--- src/rtl/sram_oq_pkg.sv ---
// Shared constants, op encoding and sizing helpers for the SRAM output-queue scheduler.
package sram_oq_pkg;

    localparam int DEF_DATA_WIDTH     = 202;
    localparam int DEF_NUM_QUEUES     = 5;
    localparam int DEF_MEM_ADDR_WIDTH = 19;
    localparam int DEF_QUEUE_SIZE     = 104857;
    localparam int DEF_MEM_RD_LATENCY = 2;

    typedef enum logic {
        OP_WR = 1'b0,
        OP_RD = 1'b1
    } op_e;

    // First word address of partition q.
    function automatic int queue_base(input int q, input int qsize);
        return q * qsize;
    endfunction

    // Last word address of partition q; a pointer here wraps back to queue_base.
    function automatic int queue_last(input int q, input int qsize);
        return q * qsize + qsize - 1;
    endfunction

    // Occupancy counters must be able to hold the full value qsize.
    function automatic int cnt_width(input int qsize);
        return $clog2(qsize + 1);
    endfunction

    function automatic int idx_width(input int n);
        return (n > 1) ? $clog2(n) : 1;
    endfunction

endpackage

--- src/rtl/rr_arbiter.sv ---
// Combinational round-robin picker: first requester at or after ptr, wrapping modulo N.
module rr_arbiter #(
    parameter int N  = 5,
    parameter int IW = 3
) (
    input  logic [N-1:0]  req,
    input  logic [IW-1:0] ptr,
    output logic [N-1:0]  gnt,
    output logic [IW-1:0] idx,
    output logic          any
);

    always_comb begin : arb_scan
        int cand;
        gnt  = '0;
        idx  = '0;
        any  = 1'b0;
        cand = 0;
        for (int k = 0; k < N; k++) begin
            cand = int'(ptr) + k;
            if (cand >= N) begin
                cand = cand - N;
            end
            if (!any && req[cand]) begin
                any       = 1'b1;
                gnt[cand] = 1'b1;
                idx       = IW'(cand);
            end
        end
    end

endmodule

--- src/rtl/sram_oq_mem_scheduler.sv ---
// Arbitrates the single SRAM port between the packed write stream and per-queue egress reads,
// keeping circular head/tail/count state for each fixed SRAM partition.
module sram_oq_mem_scheduler
    import sram_oq_pkg::*;
#(
    parameter int DATA_WIDTH     = DEF_DATA_WIDTH,
    parameter int NUM_QUEUES     = DEF_NUM_QUEUES,
    parameter int MEM_ADDR_WIDTH = DEF_MEM_ADDR_WIDTH,
    parameter int QUEUE_SIZE     = DEF_QUEUE_SIZE,
    parameter int MEM_RD_LATENCY = DEF_MEM_RD_LATENCY
) (
    input  logic                      clk,
    input  logic                      reset,
    input  logic                      wr_valid,
    output logic                      wr_ready,
    input  logic [NUM_QUEUES-1:0]     wr_oq,
    input  logic [DATA_WIDTH-1:0]     wr_data,
    input  logic [NUM_QUEUES-1:0]     rd_req,
    output logic                      rd_valid,
    output logic [NUM_QUEUES-1:0]     rd_oq,
    output logic [DATA_WIDTH-1:0]     rd_data,
    output logic                      mem_en,
    output logic                      mem_we,
    output logic [MEM_ADDR_WIDTH-1:0] mem_addr,
    output logic [DATA_WIDTH-1:0]     mem_wdata,
    input  logic [DATA_WIDTH-1:0]     mem_rdata,
    output logic [NUM_QUEUES-1:0]     queue_empty,
    output logic [NUM_QUEUES-1:0]     queue_full,
    output logic                      wr_drop
);

    localparam int AW = MEM_ADDR_WIDTH;
    localparam int CW = cnt_width(QUEUE_SIZE);
    localparam int QW = idx_width(NUM_QUEUES);

    op_e                                  last_op_reg;
    logic [QW-1:0]                        rr_ptr_reg;
    logic [NUM_QUEUES-1:0]                rd_tag_reg;
    logic [MEM_RD_LATENCY-1:0][NUM_QUEUES-1:0] tag_pipe_reg;

    logic [NUM_QUEUES-1:0][AW-1:0] head_vec;
    logic [NUM_QUEUES-1:0][AW-1:0] tail_vec;

    logic [NUM_QUEUES-1:0] wr_tgt_oh;
    logic [QW-1:0]         wr_idx;
    logic                  wr_any_oq;
    logic                  wr_cand;
    logic                  wr_fire;
    logic                  wr_issue;
    logic [NUM_QUEUES-1:0] rd_req_eff;
    logic [NUM_QUEUES-1:0] rd_gnt_oh;
    logic [QW-1:0]         rd_idx;
    logic                  rd_cand;
    logic                  rd_fire;

    // Lowest set bit of wr_oq selects the target if more than one bit is set.
    assign wr_any_oq = |wr_oq;
    assign wr_tgt_oh = wr_oq & (~wr_oq + NUM_QUEUES'(1));

    always_comb begin
        wr_idx = '0;
        for (int i = NUM_QUEUES - 1; i >= 0; i--) begin
            if (wr_oq[i]) begin
                wr_idx = QW'(i);
            end
        end
    end

    assign wr_cand    = wr_valid & (~wr_any_oq | ~|(wr_tgt_oh & queue_full));
    assign rd_req_eff = rd_req & ~queue_empty;

    rr_arbiter #(
        .N  (NUM_QUEUES),
        .IW (QW)
    ) u_rr_arbiter (
        .req (rd_req_eff),
        .ptr (rr_ptr_reg),
        .gnt (rd_gnt_oh),
        .idx (rd_idx),
        .any (rd_cand)
    );

    // When both sides compete, the side that did not win last time goes first.
    assign wr_fire  = wr_cand & (~rd_cand | (last_op_reg == OP_RD));
    assign rd_fire  = rd_cand & (~wr_cand | (last_op_reg == OP_WR));
    assign wr_issue = wr_fire & wr_any_oq;
    assign wr_ready = wr_fire;

    genvar gi;
    generate
        for (gi = 0; gi < NUM_QUEUES; gi++) begin : gen_queue
            localparam logic [AW-1:0] BASE     = AW'(queue_base(gi, QUEUE_SIZE));
            localparam logic [AW-1:0] LAST     = AW'(queue_last(gi, QUEUE_SIZE));
            localparam logic [CW-1:0] CNT_FULL = CW'(QUEUE_SIZE);

            logic [AW-1:0] head_reg;
            logic [AW-1:0] tail_reg;
            logic [CW-1:0] count_reg;
            logic          empty_reg;
            logic          full_reg;
            logic          push;
            logic          pop;

            assign push = wr_issue & wr_tgt_oh[gi];
            assign pop  = rd_fire & rd_gnt_oh[gi];

            // Flags are recomputed from the same update as the count, so they never lag it.
            always_ff @(posedge clk) begin
                if (reset) begin
                    head_reg  <= BASE;
                    tail_reg  <= BASE;
                    count_reg <= '0;
                    empty_reg <= 1'b1;
                    full_reg  <= 1'b0;
                end else if (push) begin
                    tail_reg  <= (tail_reg == LAST) ? BASE : tail_reg + AW'(1);
                    count_reg <= count_reg + CW'(1);
                    empty_reg <= 1'b0;
                    full_reg  <= (count_reg == CNT_FULL - CW'(1));
                end else if (pop) begin
                    head_reg  <= (head_reg == LAST) ? BASE : head_reg + AW'(1);
                    count_reg <= count_reg - CW'(1);
                    empty_reg <= (count_reg == CW'(1));
                    full_reg  <= 1'b0;
                end
            end

            assign head_vec[gi]    = head_reg;
            assign tail_vec[gi]    = tail_reg;
            assign queue_empty[gi] = empty_reg;
            assign queue_full[gi]  = full_reg;
        end
    endgenerate

    always_ff @(posedge clk) begin
        if (reset) begin
            last_op_reg <= OP_RD;
            rr_ptr_reg  <= '0;
            mem_en      <= 1'b0;
            mem_we      <= 1'b0;
            mem_addr    <= '0;
            mem_wdata   <= '0;
            rd_tag_reg  <= '0;
            wr_drop     <= 1'b0;
        end else begin
            mem_en     <= wr_issue | rd_fire;
            mem_we     <= wr_issue;
            rd_tag_reg <= rd_fire ? rd_gnt_oh : '0;
            wr_drop    <= wr_fire & ~wr_any_oq;
            if (wr_issue) begin
                mem_addr  <= tail_vec[wr_idx];
                mem_wdata <= wr_data;
            end else if (rd_fire) begin
                mem_addr <= head_vec[rd_idx];
            end
            if (wr_fire) begin
                last_op_reg <= OP_WR;
            end else if (rd_fire) begin
                last_op_reg <= OP_RD;
            end
            if (rd_fire) begin
                rr_ptr_reg <= (rd_idx == QW'(NUM_QUEUES - 1)) ? '0 : rd_idx + QW'(1);
            end
        end
    end

    // Read tags ride alongside the SRAM read pipeline; reset flushes reads already in flight.
    always_ff @(posedge clk) begin
        if (reset) begin
            tag_pipe_reg <= '0;
        end else begin
            tag_pipe_reg[0] <= rd_tag_reg;
            for (int i = 1; i < MEM_RD_LATENCY; i++) begin
                tag_pipe_reg[i] <= tag_pipe_reg[i-1];
            end
        end
    end

    assign rd_oq    = tag_pipe_reg[MEM_RD_LATENCY-1];
    assign rd_valid = |tag_pipe_reg[MEM_RD_LATENCY-1];
    assign rd_data  = mem_rdata;

endmodule

--- config.mk ---
export PLATFORM = sky130hd
export DESIGN_NAME = sram_oq_mem_scheduler
export DESIGN_NICKNAME = d
export VERILOG_FILES = /design/src/rtl/sram_oq_pkg.sv /design/src/rtl/rr_arbiter.sv /design/src/rtl/sram_oq_mem_scheduler.sv
export SDC_FILE = /design/constraint.sdc
export NUM_CORES = 1
export LEC_CHECK = 0
export BUFFER_PORTS_ARGS = -buffer_cell sky130_fd_sc_hd__buf_2
export CAP_MARGIN = 20
export CORE_AREA = 2 2 332 334
export DETAILED_ROUTE_END_ITERATION = 16
export DIE_AREA = 0 0 334 336
export PLACE_DENSITY = 0.52
export SLEW_MARGIN = 20
export SYNTH_ARGS = -nofsm -noshare
export SYNTH_HDL_FRONTEND = slang
export SYNTH_SLANG_ARGS = --single-unit
--- constraint.sdc ---
create_clock -name clk -period 4.4 [get_ports clk]
set_input_delay 0.44 -clock clk [delete_from_list [all_inputs] [get_ports clk]]
set_output_delay 0.44 -clock clk [all_outputs]
set_load 0.01 [all_outputs]
# Word level (Yosys, flattened, before mapping)
# Cells that the tools add are included.
# W data, S select, Z words.
# totals
register_bits	528
latch_bits	0
ramBits	0
romBits	0
in_bits	417
out_inout_bits	443
wordCells	271
memories	0
# op_classes
n_addsub	31
multipliers	0
div_mod_pow	0
order_cmp	17
n_eq_ne	21
n_shift	0
muxes	99
n_bitwise	38
reduce_logical	30
# ops
op	n
$mux W19	14
$add A19 B1 Y19 const B	10
$mux W17	10
$ge A32 B1 Y1 const B	5
$lt A32 B5 Y1 const B	5
$mux W32	5
$ge A32 B4 Y1 const B	4
$sub A32 B4 Y32 const B	4
$bmux W19 S3	2
$eq A19 B19 Y1 const B	6
$add A17 B1 Y17 const B	5
$eq A17 B1 Y1 const B	5
$eq A17 B17 Y1 const B	5
$sub A17 B1 Y17 const B	5
$mux W1	42
$eq A19 B17 Y1 const B	2
$eq A19 B18 Y1 const B	2
$mux W3	11
$mux W5	5
$or A5 B5 Y5	4
$and A1 B1 Y1	15
$and A5 B5 Y5	3
$bmux W1 S3	5
$demux W1 S3	5
18 further kinds	57

# Longest topological paths before layout
# Gate-level depths: netlist of the first run.
# logic_depth
word_depth	25
ltp_mapped	19
ltp_nobuf	15

# Modules after synthesis
# From an unflattened synthesis of the first run, not the netlist that was laid out.
# unflattened
hier_cells	3616
area_unflattened_um2	28078.2
# by_module_without_submodules
module	instances	cells_per_inst	area_per_inst_um2	seq_area_each_um2
sram_oq_mem_scheduler	1	3354	26307.7	10570.1
rr_arbiter	1	262	1770.4	0.0

# Worst setup path before layout of the first run
# No wires, ideal clock.
# synth_path
path_kind	reg-to-reg
from	register rr_ptr_reg[0]
to	register rr_ptr_reg[2]
setup_time_ns	0.091
t_arrival_ns	4.119
required_ns	4.309
path_slack_ns	0.190
stages_incl_launch_ff	17
path_buffers	2
synth_period_minus_slack_ns	4.210
cell_sequence	dfxtp_1 > inv_1 > buf_2 > ha_1 > fa_1 > a21bo_4 > mux2i_2 > mux2i_1 > o22a_2 > o311ai_0 > a31oi_1 > o2bb2ai_1 > buf_2 > inv_1 > ha_1 > or3_1 > a311oi_1
# synth_between
elab_chain_len	20
word_cells_on_any_way	56
classes_between	add/sub: 10; order compare: 5; eq/ne: 1; mux: 31; bitwise: 1; reduce/logical: 8
# synth_lines
element	line	source
start: declaration	sram_oq_mem_scheduler.sv:37	logic [QW-1:0] rr_ptr_reg;
start signal: assignment	sram_oq_mem_scheduler.sv:162	rr_ptr_reg <= (rd_idx == QW'(NUM_QUEUES - 1)) ? '0 : rd_idx + QW'(1);
branches (longest 20 deep; another with $sub A32 B4 Y32)	-	
# Parallel ways; which one is timed is not known. The select of a mux whose other input is x is not followed.
# A chain may end at the register's enable or synchronous reset.

# Final worst setup path of the first run
# layout_path
from	register rr_ptr_reg[0]
to	output wr_ready
# layout_between
elab_chain_len	21
word_cells_on_any_way	50
classes_between	add/sub: 9; order compare: 5; mux: 25; bitwise: 3; reduce/logical: 8
# layout_lines
element	line	source
branches (longest 17 deep; another with $sub A32 B4 Y32)	-	
$mux W1 (*)	rr_arbiter.sv:24	if (!any && req[cand]) begin
$not A1 Y1 (*)	sram_oq_mem_scheduler.sv:84	assign wr_fire = wr_cand & (~rd_cand | (last_op_reg == OP_RD));
$or A1 B1 Y1 (*)	sram_oq_mem_scheduler.sv:84	
$and A1 B1 Y1 (*)	sram_oq_mem_scheduler.sv:84	
end: declaration	sram_oq_mem_scheduler.sv:15	output logic wr_ready,
# Mark *: on every way between the ends. The select of a mux whose other input is x is not followed.

==> results of run 1 <==
[cells in the mapped netlist (all sizes together) (8+ instances only)]
cell / number
a2111oi: 8
a211o: 23
a211oi: 13
a21boi: 18
a21o: 12
a21oi: 304
a22o: 15
a22oi: 10
a31oi: 19
a32oi: 14
and2: 27
and3: 60
and3b: 14
and4: 13
buf: 310
clkbuf: 109
dfxtp: 528
ha: 57
inv: 74
mux2: 18
mux2i: 47
mux4: 19
nand2: 669
nand2b: 22
nand3: 143
nand4: 57
nor2: 245
nor2b: 41
nor3: 101
nor3b: 8
nor4: 49
nor4b: 12
o2111ai: 16
o211ai: 31
o21a: 12
o21ai: 68
o22ai: 28
o31ai: 25
or2: 8
or3: 52
or4: 30
xnor2: 64
xor2: 90
[metal layers]
layer | vias up | GRT usage [%] | share of wire [%]
met5 | - | 0 | 0.012
met1 | 12600 | 25.4 | 45
met4 | 2 | 7.00 | 3.6
met3 | 236 | 4.91 | 8.9
li1 | 12900 | - | -
met2 | 1004 | 26.5 | 42
[critical path, stage by stage (launching register included)]
cell	delay, ns
dfxtp_1	0.33
inv_1	0.10
ha_1	0.24
fa_1	0.45
a21bo_4	0.27
mux2i_2	0.36
mux2i_2	0.28
o22a_2	0.20
buf_4	0.17
nor2_1	0.09
a31o_2	0.29
and2_1	0.22
buf_2	0.16
[final cells by class]
cell class | count | area (sq um)
clock buffers | 97 | 1990
well taps | 1414 | 1770
diodes | 3 | 7.51
inverters | 75 | 282
clock inverters | 24 | 285
multi-input cells | 2551 | 15400
repair buffers | 606 | 3660
fillers | 11600 | 74400
flip-flops and latches | 528 | 10600
[power by group through the flow]
| stage | Combinational [mW] | Clock, mW | Sequential (mW) |
|---|---|---|---|
| global placement | 7.21 | 0 | 5.96 |
| finish | 7.49 | 5.70 | 5.87 |
| global route | 8.12 | 6.06 | 5.95 |
| CTS | 7.33 | 5.88 | 5.87 |
| floorplan | 5.04 | 0 | 5.85 |
| detailed placement | 7.26 | 0 | 5.96 |
[stage by stage]
step	setup slack [ns]	util [%]	power [mW]	hold WS [ns]	instance area (sq um)
floorplan	0.190	-	10.9	0.414	28700
global placement	0.182	28.7	13.2	0.427	31200
detailed placement	0.146	28.7	13.2	0.423	31200
CTS	0.0204	31.2	19.1	0.000130	33800
global route	-0.0474	31.3	20.1	0.0219	34000
finish	0.168	31.3	19.1	0.0409	34000
[worst max path at each step]
stage                        from                        to  slack (ns)
floorplan           rr_ptr_reg[0]             rr_ptr_reg[2]        0.19
global placement    rr_ptr_reg[0]              mem_addr[10]        0.18
detailed placement  rr_ptr_reg[0]  gen_queue[3].head_reg[5]        0.15
CTS                 rr_ptr_reg[1]                  wr_ready        0.02
global route        rr_ptr_reg[0]  gen_queue[3].head_reg[5]       -0.05
finish              rr_ptr_reg[0]                  wr_ready        0.17
[kinds of logic (layout without fill, tap and decap cells)]
family / after synthesis / count (layout) / synth area share [%]
compound gates: 684 / 684 / 15.8
xor+xnor: 154 / 154 / 4.70
fa+ha+maj: 58 / 58 / 2.56
buf+inv: 494 / 802 / 9.92
flops: 528 / 528 / 36.9
mux: 84 / 84 / 3.86
other cells: 0 / 3 / 0
simple gates: 1571 / 1571 / 26.3
[repair_timing]
| item | in CTS | in global routing |
|---|---|---|
| setup endpoints to repair | 1 | 90 |
| resized for setup | 3 | 20 |
| hold endpoints to repair | 38 | 0 |
| hold buffers | 38 | 0 |
| pin swaps | 1 | 2 |
| cloned | 0 | 0 |
| setup buffers | 1 | 5 |
==> qor.yml, run 1 <==
timing:
  final.setup.tns_ns: 0
  max_freq_ghz: 0.236
  slew_violations: 0
  rsz0062_at_grt: "true"
  finalClockSkew_ns: 0.0391
  worst_pin_slew_ns: 1.12
  finalCritPeriodShare_pct: 96.2
  finalCriticalPeriod_ns: 4.23
  slew_headroom_pct: 24.5
  hold_viol_final: 0
  setup_violations: 0
flow_run:
  drv_cap: 0
power:
  power.density_nw_per_um2: 561
  power_frac_seq_pct: 30.8
  comb_power_share_pct: 39.3
  p_leak_nw: 13.4
  peakVddDrop_uv: 279
  p_switching_mw: 7.51
  intPower_mw: 11.6
  clkPwrFrac_pct: 29.9
  switching_share_pct: 39.4
route:
  drtAntennaViolNets: 0
  routed_wl_um: 107000
  wire_per_inst_um: 20.1
  dr.pass1.iters: 5
  drc: 0
  drtIter0Drc: 2511
  viasPerCell: 5.05
  via_count: 26700
synthesis:
  ys_seq_elements: 528
  synth_area_leader_cell: "dfxtp_1"
  synth.distinct_cells: 114
  netlist_top_cells_area: "dfxtp_1, nand2_1, buf_4"
  yosysSeqAreaShare_pct: 36.9
  syn_inst: 3573
  syn_area_sq_um: 28700
  yosysWarnings: 0
  avgSynthCellArea_sq_um: 8.03
  synth.net_count: 4048
  async_flop_share_pct: 0
  synth_edf_count: 0
  synth.top_cell.area_share_pct: 36.9
  synth_flop_cell: "dfxtp_1"
global_routing:
  grt_pass1_vias: 25100
  globalRouteOverflowTotal: 0
  grt_pass1_wl_um: 159000
  grt_max_degree: 113
  track_usage_pct: 18.2
  grt_antenna_before_repair: 5
finish:
  final_common_cell: "nand2_1"
  area_delta_synth_final_pct: 18.4
  post_route_cells_drive_above_1_share_pct: 20.3
  largest_reg_flops: 202
  layout_common_cells: "nand2_1, dfxtp_1, buf_2"
  fin_nets: 4306
  layoutNonFillerInstCount: 5298
cts:
  clk_path_buf_depth: 3
  clk_pin_slew_ns: 0.06
  cts_tree: "done"
  cts_sinks: 528
  clk_latency_ns: 0.64
  cts_root_buffer: "clkbuf_16"
  h-tree-depth: 3
  cts_inserted_buffers: 69
critical_path:
  reg2reg_depth: 16
  crit_path_start_kind: "flop"
  critical_path_class: "flop to primary output"
  critPathRequiredTime_ns: 3.96
  r2r_start: "rr_ptr_reg[0]"
  end_kind: "primary output"
  crit_fanout: 7
  reg2reg_to: "mem_addr[4]"
  cp_data_arrival_time_ns: 3.79
  r2r_slack_ns: 0.17
run_status:
  outcome: "completed"
placement:
  hpwl_um: 80900
  routabilityCongestion: 0.936
  dp.cells: 5130
  place.port_buffers: 455
worst_hold_path:
  min-delay-start: "wr_data[14]"
  hold_end: "mem_wdata[14]"
  hp-class: "input pin to flop"
  worstHoldPathCells: 3
die:
  dieArea_sq_um: 112000
  die_w_um: 334
  ios: 860
  die_h_um: 336
  rows: 121
  core_sq_um: 108000
  start_util_pct: 26.5
(Power assumes the default switching activity.)
==> inputs of run 2 (changes only) <==
--- a/config.mk
+++ b/config.mk
@@ -7,10 +7,11 @@
 export LEC_CHECK = 0
 export BUFFER_PORTS_ARGS = -buffer_cell sky130_fd_sc_hd__buf_2
 export CAP_MARGIN = 20
-export CORE_AREA = 2 2 332 334
+export CORE_AREA = 2 2 338 340
+export CTS_BUF_LIST = sky130_fd_sc_hd__clkbuf_8
 export DETAILED_ROUTE_END_ITERATION = 16
-export DIE_AREA = 0 0 334 336
-export PLACE_DENSITY = 0.52
+export DIE_AREA = 0 0 340 342
+export PLACE_DENSITY = 0.51
 export SLEW_MARGIN = 20
 export SYNTH_ARGS = -nofsm -noshare
 export SYNTH_HDL_FRONTEND = slang
==> qor.yml, run 2 (synthesis gave the netlist of run 1 again) <==
critical_path:
  critical_path_class: "flop to primary output"
  crit_fanout: 11  # +4
  crit_path_start_kind: "flop"
  end_kind: "primary output"
  r2r_start: "rr_ptr_reg[1]"
  cp_data_arrival_time_ns: 3.84  # +0.05 ns
  reg2reg_to: "gen_queue[3].head_reg[6]"
  reg2reg_depth: 15  # -1
  critPathRequiredTime_ns: 3.96  # about the same
  r2r_slack_ns: 0.12  # -0.05 ns
global_routing:
  grt_pass1_vias: 26200  # +4.3%
  grt_pass1_wl_um: 162000  # +1.5%
  track_usage_pct: 17.7  # -0.50 points
  grt_max_degree: 222  # +96%
  grt_antenna_before_repair: 8  # +3
  globalRouteOverflowTotal: 0  # unchanged
power:
  power.density_nw_per_um2: 527  # -6.0%
  p_leak_nw: 14.2  # +6.4%
  p_switching_mw: 7.60  # +1.2%
  clkPwrFrac_pct: 27.7  # -2.2 points
  intPower_mw: 11.2  # -2.8%
  finalPower_mw: 18.8  # -1.2%
  switching_share_pct: 40.3  # +0.96 points
  power_frac_seq_pct: 31.3  # +0.5 points
  comb_power_share_pct: 41.0  # +1.7 points
  peakVddDrop_uv: 351  # +26%
flow_run:
  drv_cap: 0  # unchanged
route:
  drtAntennaViolNets: 0  # unchanged
  viasPerCell: 4.92  # -2.6%
  dr.pass1.iters: 7  # +2
  drc: 0  # unchanged
  drtIter0Drc: 2289  # -8.8%
  wire_per_inst_um: 19.1  # -5.1%
  via_count: 27700  # +3.6%
  routed_wl_um: 107000  # +0.88%
cts:
  clk_latency_ns: 0.76  # +0.12 ns
  clk_path_buf_depth: 3  # unchanged
  cts_root_buffer: "clkbuf_8"
  h-tree-depth: 3  # unchanged
  cts_sinks: 528  # unchanged
  clk_pin_slew_ns: 0.06  # about the same
  cts_inserted_buffers: 103  # +49%
  cts_tree: "done"
placement:
  place.port_buffers: 455  # unchanged
  dpl_worst_slack_ns: -0.0386  # -0.185 ns
  placed_area_sq_um: 31300  # +0.54%
  hpwl_um: 78500  # -2.9%
  routabilityCongestion: 0.914  # -2.4%
finish:
  area_delta_synth_final_pct: 24.5
  fin_nets: 4504  # +4.6%
  final_common_cell: "nand2_1"
  largest_reg_flops: 202  # unchanged
  final_area_sq_um: 35700  # +5.1%
  layout_common_cells: "nand2_1, dfxtp_1, buf_2"
  post_route_cells_drive_above_1_share_pct: 20.6  # +0.33 points
die:
  core_sq_um: 113000  # +4.3%
  rows: 124  # +2.5%
  die_h_um: 342  # +1.8%
  dieArea_sq_um: 116000  # +3.6%
  start_util_pct: 25.4  # -1.1 points
  ios: 860  # unchanged
  die_w_um: 340  # +1.8%
timing:
  setup_violations: 0  # unchanged
  finalClockSkew_ns: 0.0659  # +0.0267 ns
  finalCriticalPeriod_ns: 4.28  # +0.0463 ns
  hold_viol_final: 0  # unchanged
  slew_violations: 0  # unchanged
  slew_headroom_pct: 26.9  # +2.4 points
  max_freq_ghz: 0.234  # -1.1%
  setup_slack_ns: 0.122  # -0.0463 ns
  worst_pin_slew_ns: 1.09  # -0.0301 ns
  rsz0062_at_grt: "true"
  finalCritPeriodShare_pct: 97.2  # +1.1 points
run_status:
  outcome: "completed"
worst_hold_path:
  worstHoldPathCells: 3  # unchanged
  min-delay-start: "wr_data[64]"
  hp-class: "input pin to flop"
  hold_end: "mem_wdata[64]"
## run 2: cell count changes in the layout (fill, tap and decap cells not counted), moves of 3 or more
cell	previous run	this run
clkinvlp_4	5	2
inv_1	73	103
clkbuf_1	13	0
inv_8	0	3
clkinv_2	8	24
dlygate4sd3_1	38	197
clkbuf_16	70	0
buf_4	101	104
clkbuf_8	14	126
## run 2: layout make-up
type / count / area, sq um
Antenna cell: 4 / 10.0
Inverter: 75 / 282
Fill cell: 12000 / 77400
Multi-Input combinational cell: 2551 / 15500
Clock buffer: 126 / 1730
Tap cell: 1512 / 1890
Sequential cell: 528 / 10600
Timing Repair Buffer: 770 / 5320
Clock inverter: 65 / 430
## run 2: what timing repair did
item / CTS / global route
resized for setup: 7 / 26
pin swaps: 1 / 3
cloned: 0 / 0
endpoints found under the hold margin: 197 / 0
endpoints found under the setup margin: 3 / 83
hold buffers: 197 / 0
setup buffers: 2 / 3
## run 2: critical path, stage by stage (launching register included)
cell      delay, ns
dfxtp_1        0.31
inv_1          0.21
ha_4           0.21
inv_1          0.05
ha_1           0.27
a21o_1         0.28
a21o_1         0.25
a211oi_2       0.29
or3_4          0.24
and3_4         0.30
a31o_2         0.28
and2_1         0.26
buf_2          0.17
## run 2: layer usage
layer  wire, um  vias to the layer above  GRT usage (%)
li1           -                    13300              -
met1      48500                    13000           24.7
met2      45800                     1138           26.2
met3       9110                      265           3.85
met4       4080                        0           7.37
met5          0                        -              0
## run 2: worst max-delay path by stage
stage,from,end,cells past startpoint
after floorplan,rr_ptr_reg[0],rr_ptr_reg[2],16
after global placement,rr_ptr_reg[1],rr_ptr_reg[2],14
after detailed placement,rr_ptr_reg[1],rr_ptr_reg[2],14
after CTS,rr_ptr_reg[1],wr_ready,11
after global routing,rr_ptr_reg[1],gen_queue[3].head_reg[6],15
final,rr_ptr_reg[1],wr_ready,12
## run 2: per-stage QoR
| step | TNS, ns | cells | hold slack, ns | utilization (%) |
|---|---|---|---|---|
| 2_1_floorplan | 0 | 3573 | 0.414 | - |
| 6_report | 0 | 5631 | 0.0858 | 31.6 |
| 3_5_place_dp | -0.0386 | 5233 | 0.423 | 27.7 |
| 3_3_place_gp | -0.106 | 5233 | 0.419 | 27.7 |
| 5_1_grt | -0.150 | 5629 | 0.0543 | 31.6 |
| 4_1_cts | 0 | 5623 | 0.00351 | 31.4 |
## run 2: power by group through the flow
| stage | sequential (mW) | clock, mW | combinational [mW] |
|---|---|---|---|
| 2_1_floorplan | 5.85 | 0 | 5.04 |
| 3_3_place_gp | 5.98 | 0 | 7.25 |
| 3_5_place_dp | 5.98 | 0 | 7.27 |
| 4_1_cts | 5.88 | 5.43 | 7.49 |
| 5_1_grt | 5.97 | 5.64 | 8.39 |
| 6_report | 5.89 | 5.22 | 7.72 |
